`src/rtl/tcbm_device_port.sv`:
```
// tcbm_device_port
// Drive-side end of the TCBM link. Answers the host's 4-phase DAV/ACK
// handshake: each transaction is a command byte followed by one data byte.
//   0x81 : host writes a data byte    -> rx stream, rx_cmd=0
//   0x83 : host writes a command byte -> rx stream, rx_cmd=1
//   0x82 : host reads a byte          <- tx stream (or timeout status)
// Ports:
//   clock, _reset          system clock, async active-low reset
//   dav (in, async)        host DAV, active low
//   ack (out)              device ACK, active low
//   data_in/data_out/data_oe  TCBM data pins (sampled / driven / enable)
//   status[1:0]            00 ok, 01 timeout, 11 EOI
//   rx_data/rx_cmd/rx_valid/rx_ready   host->drive byte stream
//   tx_data/tx_eoi/tx_valid/tx_ready   drive->host byte stream
//   bad_cmd                one-cycle pulse on an unknown command byte
module tcbm_device_port #(
  parameter int SYNC_STAGES = 2,
  parameter int TIMEOUT     = 4095
) (
  input  logic       clock,
  input  logic       _reset,
  input  logic       dav,
  output logic       ack,
  input  logic [7:0] data_in,
  output logic [7:0] data_out,
  output logic       data_oe,
  output logic [1:0] status,
  output logic [7:0] rx_data,
  output logic       rx_cmd,
  output logic       rx_valid,
  input  logic       rx_ready,
  input  logic [7:0] tx_data,
  input  logic       tx_eoi,
  input  logic       tx_valid,
  output logic       tx_ready,
  output logic       bad_cmd
);

  localparam int CW = $clog2(TIMEOUT + 1);
  localparam logic [CW-1:0] TMAX = CW'(TIMEOUT);

  localparam logic [7:0] CMD_WR_DATA = 8'h81;
  localparam logic [7:0] CMD_READ    = 8'h82;
  localparam logic [7:0] CMD_WR_CMD  = 8'h83;

  typedef enum logic [2:0] {
    IDLE,
    CMD_REL,
    DATA_WAIT,
    DATA_ACK,
    DATA_REL
  } state_t;

  state_t          state;
  logic [7:0]      cmd;
  logic [CW-1:0]   tcnt;
  logic [SYNC_STAGES-1:0] dav_sync;
  logic            davs;

  // Synchroniser presets to 1 so a reset never looks like an asserted DAV.
  always_ff @(posedge clock or negedge _reset) begin
    if (!_reset) dav_sync <= '1;
    else         dav_sync <= {dav_sync[SYNC_STAGES-2:0], dav};
  end

  assign davs = dav_sync[SYNC_STAGES-1];

  always_ff @(posedge clock or negedge _reset) begin
    if (!_reset) begin
      state    <= IDLE;
      cmd      <= '0;
      tcnt     <= '0;
      ack      <= 1'b1;
      data_out <= '0;
      data_oe  <= 1'b0;
      status   <= 2'b00;
      rx_data  <= '0;
      rx_cmd   <= 1'b0;
      rx_valid <= 1'b0;
      tx_ready <= 1'b0;
      bad_cmd  <= 1'b0;
    end else begin
      tx_ready <= 1'b0;
      bad_cmd  <= 1'b0;
      unique case (state)
        IDLE: begin
          if (!davs) begin
            cmd   <= data_in;
            ack   <= 1'b0;
            state <= CMD_REL;
          end
        end

        CMD_REL: begin
          if (davs) begin
            ack <= 1'b1;
            if (cmd == CMD_WR_DATA || cmd == CMD_WR_CMD || cmd == CMD_READ) begin
              state <= DATA_WAIT;
            end else begin
              bad_cmd <= 1'b1;
              state   <= IDLE;
            end
          end
        end

        DATA_WAIT: begin
          if (!davs) begin
            tcnt  <= '0;
            state <= DATA_ACK;
            if (cmd == CMD_READ) begin
              data_oe <= 1'b1;
            end else begin
              rx_data  <= data_in;
              rx_cmd   <= (cmd == CMD_WR_CMD);
              rx_valid <= 1'b1;
            end
          end
        end

        // DAV is deliberately ignored here: an aborting host still gets
        // exactly one completion, and DATA_REL then closes immediately.
        DATA_ACK: begin
          if (cmd == CMD_READ) begin
            if (tx_valid) begin
              data_out <= tx_data;
              status   <= tx_eoi ? 2'b11 : 2'b00;
              tx_ready <= 1'b1;
              ack      <= 1'b0;
              state    <= DATA_REL;
            end else if (tcnt == TMAX) begin
              data_out <= '0;
              status   <= 2'b01;
              ack      <= 1'b0;
              state    <= DATA_REL;
            end else begin
              tcnt <= tcnt + 1'b1;
            end
          end else if (rx_valid && rx_ready) begin
            rx_valid <= 1'b0;
            status   <= 2'b00;
            ack      <= 1'b0;
            state    <= DATA_REL;
          end
        end

        DATA_REL: begin
          if (davs) begin
            ack     <= 1'b1;
            data_oe <= 1'b0;
            state   <= IDLE;
          end
        end

        default: state <= IDLE;
      endcase
    end
  end

endmodule
```
`config.mk`:
```
export PLATFORM = sky130hd
export DESIGN_NAME = tcbm_device_port
export DESIGN_NICKNAME = d
export VERILOG_FILES = /design/src/rtl/tcbm_device_port.sv
export SDC_FILE = /design/constraint.sdc
export NUM_CORES = 1
export LEC_CHECK = 0
export ABC_AREA = 0
export CORE_ASPECT_RATIO = 0.5
export CORE_MARGIN = 2
export CORE_UTILIZATION = 53
export CTS_BUF_LIST = sky130_fd_sc_hd__clkbuf_8
export DETAILED_ROUTE_END_ITERATION = 16
export PLACE_DENSITY_LB_ADDON = 0.08
export SETUP_SLACK_MARGIN = 0.05
export SYNTH_ARGS = -nofsm -noshare
export SYNTH_HDL_FRONTEND = slang
export SYNTH_SLANG_ARGS = --single-unit
```
`constraint.sdc`:
```
create_clock -name clock -period 3.4 [get_ports clock]
set_clock_uncertainty 0.1 [all_clocks]
set_input_delay 1.02 -clock clock [delete_from_list [all_inputs] [get_ports clock]]
set_output_delay 1.02 -clock clock [all_outputs]
set_load 0.005 [all_outputs]
```
After elaboration in Yosys (flattened, before gate mapping) --
Index checks and enable logic that the tools add are counted.
Storage, ports and cells: word-level logic and storage cells 101, register bits 49, output and inout bits 24
Cells by class: mux-type cells 43, reductions and logical operators 19, equal/unequal tests 23, add/subtract/negate cells 1, bitwise gates (word level) 2
Operator list (number):
- 12-bit two-way mux | 4
- 8-bit == test, second input constant | 3
- 3-bit two-way mux | 8
- 12-bit one-hot mux with 2 select lines | 1
- 2-bit != test, second input constant | 11
- 1-bit two-way mux | 18
- 8-bit two-way mux | 2
- 3-bit one-hot mux with 5 select lines | 1
- 5-bit AND reduction | 3
- 12-bit by 1-bit adder with 12-bit output, second input constant | 1
- 12-bit == test, second input constant | 1
- 2-bit two-way mux | 6
- 3-bit AND reduction | 3
- 2-bit nonzero test | 4
- 3-bit by 2-bit == test with 1-bit output, second input constant | 2
- 6-bit AND reduction | 1
- 4-bit != test, second input constant | 1
- 1-bit one-hot mux with 2 select lines | 2
- 4-bit AND reduction | 1
- 3-bit by 1-bit == test with 1-bit output, second input constant | 1
- 3-bit == test, second input constant | 1
- 3-bit logical NOT | 1
- 3-bit by 2-bit != test with 1-bit output, second input constant | 1
- 3-bit != test, second input constant | 1
- other kinds (8) | 10

Longest topological paths before layout --
word-level depth 6, gate-level depth with buffers 6, depth with buffers taken out 5

Worst setup path before layout --
Ideal clock, no wire load.
kind reg2reg, from register cmd[3], to register data_out[0], stages on the path, launching flop included 7, required time 3.179 ns, arrival 2.228 ns, setup slack 0.951 ns, cells stage by stage dfrtp_1 -> or4_4 -> buf_6 -> or4b_4 -> or3b_1 -> buf_6 -> a22o_1
On the way: cells in the longest elaborated chain, start to end 2
Ends and longest elaborated chain:
- start: declaration | line 55 | logic [7:0] cmd;
- start signal: assignment | line 88 | cmd <= data_in;
- 8-bit == test | line 123 | if (cmd == CMD_READ) begin
- 3-bit AND reduction (no source line)
- end signal: assignment | line 125 | data_out <= tx_data;
- end: declaration | line 25 | output logic [7:0] data_out,
No other way between the ends. A chain may end at the register's enable or synchronous reset.

Worst setup path after layout --
from register cmd[3], to register data_out[5]
Same word-level chain as after synthesis.

==> flow_summary.yaml <==
outcome:
  status: "completed"
timing:
  rsz0062_at_grt: "no"
  final-setup-viol-count: 0
  hold_viol: 0
  tns_ns: 0
  worst_pin_slew_ns: 0.904
  fmax_mhz: 390
  fin_crit_ns: 2.56
  post-route-period-util_pct: 75.3
  finalMaxSlewViolations: 0
  slew-limit-headroom_pct: 39.3
critical_path:
  crit_fanout: 9
  r2r-start: "cmd[3]$_DFFE_PN0P_"
  r2r_cells: 4
  endpoint_kind: "flop"
  required_ns: 3.49
  reg2reg_slack_ns: 0.84
  startpoint_type: "flop"
  worstPathArrival_ns: 2.66
  r2r_end: "data_out[5]$_DFFE_PN0P_"
  critical_path_class: "flop to flop"
die:
  io_pins: 46
  coreArea_um2: 4000
  dieWidth_um: 96.6
  die_area_um2: 4860
  fp-row-count: 16
  die_height_um: 50.3
  start_util_pct: 56.8
global_route:
  antenna_found_initial: 0
  overflow: 0
  grt_pass1_wl_um: 8070
  grt_max_degree: 36
  grt_pass1_vias: 1708
  grt_use_total_pct: 20.9
cts:
  post_cts_buffers: 0
  root_buffer: "clkbuf_8"
  cts-htree-levels: 2
  clockBufferDepth: 2
  cts_sinks: 49
  cts_tree: "done"
  insertion_delay_ns: 0.30
  cts_hold_buf: 0
  post_cts_resize_count: 0
  numCtsBuffers: 5
  clkTransAtPathRegs_ns: 0.09
logic_synthesis:
  ys.flop_type: "dfrtp_1"
  ys_types: 51
  synth_cells: 191
  synth_edf_count: 0
  synth_area_per_cell_um2: 11.9
  ys_seq_area_share_pct: 54.1
  synthArstFlopShare_pct: 100
  syn-cell-area_um2: 2270
  yosys_warnings: 0
  synth_fp_nets: 214
  ys_ff_latch: 49
layout:
  fin_cells: 296
  multi_input_area_um2: 983
  final_net_count: 264
  seq_area_um2: 1230
  drive_gt1_share_pct: 18.6
  fillerInstances: 311
  n_antenna_cell: 0
  area_delta_synth_final_pct: 26.3
power_and_ir_drop:
  p_leak_nw: 1.22
  irDropWorstVdd_mv: 0.458
  total_power_w: 0.00175
  p_per_area_nw_per_um2: 611
place:
  port_buffers: 45
  placedCellCount: 288
  dpl.hpwl_um: 3470
  gp_congestion: 0.895
route:
  viasPerCell: 6.02
  finalWirelength_um: 4880
  wire_per_inst_um: 16.5
  drt-pass1-iter-count: 4
  drt_iter0_drc: 99
  vias: 1781
  drc: 0
  ant_nets: 0
worst_hold_path:
  hold_path_depth: 0
  hold_path_end: "dav_sync[1]$_DFF_PN1_"
  hp-start: "dav_sync[0]$_DFF_PN1_"
  hold_path_class: "flop to flop"
job:
  drv_cap: 0
worst max-delay path by stage:
stage                                  start                 endpoint
after floorplan           cmd[3]$_DFFE_PN0P_  data_out[0]$_DFFE_PN0P_
after global placement              tx_valid  data_out[7]$_DFFE_PN0P_
after detailed placement            tx_valid      tcnt[5]$_DFFE_PN0P_
after CTS                 cmd[3]$_DFFE_PN0P_  data_out[5]$_DFFE_PN0P_
after global routing      cmd[2]$_DFFE_PN0P_  data_out[5]$_DFFE_PN0P_
final                     cmd[3]$_DFFE_PN0P_  data_out[5]$_DFFE_PN0P_
cells by family after synthesis:
kind of cell,synth area share (%)
and+or+nand+nor,17.6
DFF,54.1
AOI/OAI and AO/OA,15.5
muxes,9.25
buffers and inverters,2.64
xor gates and xnor gates,0.385
adders and majority gates,0.550
report_power, final:
group	switching (W)	total, W	internal (W)
Sequential	0.000132	0.000868	0.000736
Clock	0.000207	0.000352	0.000145
Combinational	0.000208	0.000535	0.000326
Total	0.000548	0.00175	0.00121
per-stage QoR:
step	instance area [µm²]	setup WS [ns]	utilization [%]	hold slack, ns
2_1_floorplan	2270	0.951	-	0.245
3_3_place_gp	2780	0.701	69.4	0.247
3_5_place_dp	2780	0.639	69.4	0.249
4_1_cts	2870	0.828	71.7	0.262
5_1_grt	2870	0.764	71.7	0.265
6_report	2870	0.838	71.7	0.260
flip-flops by register name (all words and copies together), names as in the netlist, 2 cells and up:
signal    flops
dav_sync      2
status        2
tcnt         12
state         3
data_out      8
cmd           8
rx_data       8
layout by cell type (no fill, tap or decap), types with 2 or more instances in the layout:
cell / n
nand3b_1: 2
and3_1: 5
mux2i_1: 3
clkbuf_8: 5
dfrtp_1: 46
inv_1: 4
dfstp_2: 3
buf_4: 5
o21ai_0: 4
a221o_1: 2
and2_1: 2
a21oi_1: 8
a31oi_1: 12
nor4_1: 2
nand2_1: 6
a21o_1: 2
mux2_2: 16
nor4_2: 2
and3_2: 2
o21a_1: 3
a22o_1: 8
nand4_1: 3
nand3_1: 6
clkdlybuf4s50_1: 44
nor2b_1: 2
nor2_1: 13
nor3_1: 3
clkinvlp_4: 3
o211ai_1: 2
critical path, stage by stage, from the launching register on:
cell	delay, ns
dfrtp_1	0.38
or4_4	0.61
or4b_4	0.59
or3b_1	0.52
a22o_1	0.24
metal layers:
metal	part of all wire, %	global-route usage (%)
met1	49	28.6
met2	46	33.8
met3	4.8	6.69
met4	0.55	3.05
met5	0	0
synth_stat cells (4+ instances only):
master	number	area share (%)
inv_1	4	0.66
mux2_2	16	7.9
a21oi_1	8	1.8
nand3_1	6	1.3
a22o_1	8	3.1
nor2_1	13	2.1
nand2_1	6	0.99
and3_1	5	1.4
o21ai_0	4	0.88
dfrtp_1	46	51
clkbuf_1	4	0.66
a31oi_1	12	3.3
layout make-up:
type / instances / area share (%)
clock inverter: 3 / 0.785
timing repair buffer: 50 / 16.8
sequential: 49 / 42.9
clock buffer: 5 / 2.40
tap: 54 / 2.35
inverter: 4 / 0.523
multi-input combinational: 131 / 34.3
Power figures use the tool's default switching activity.
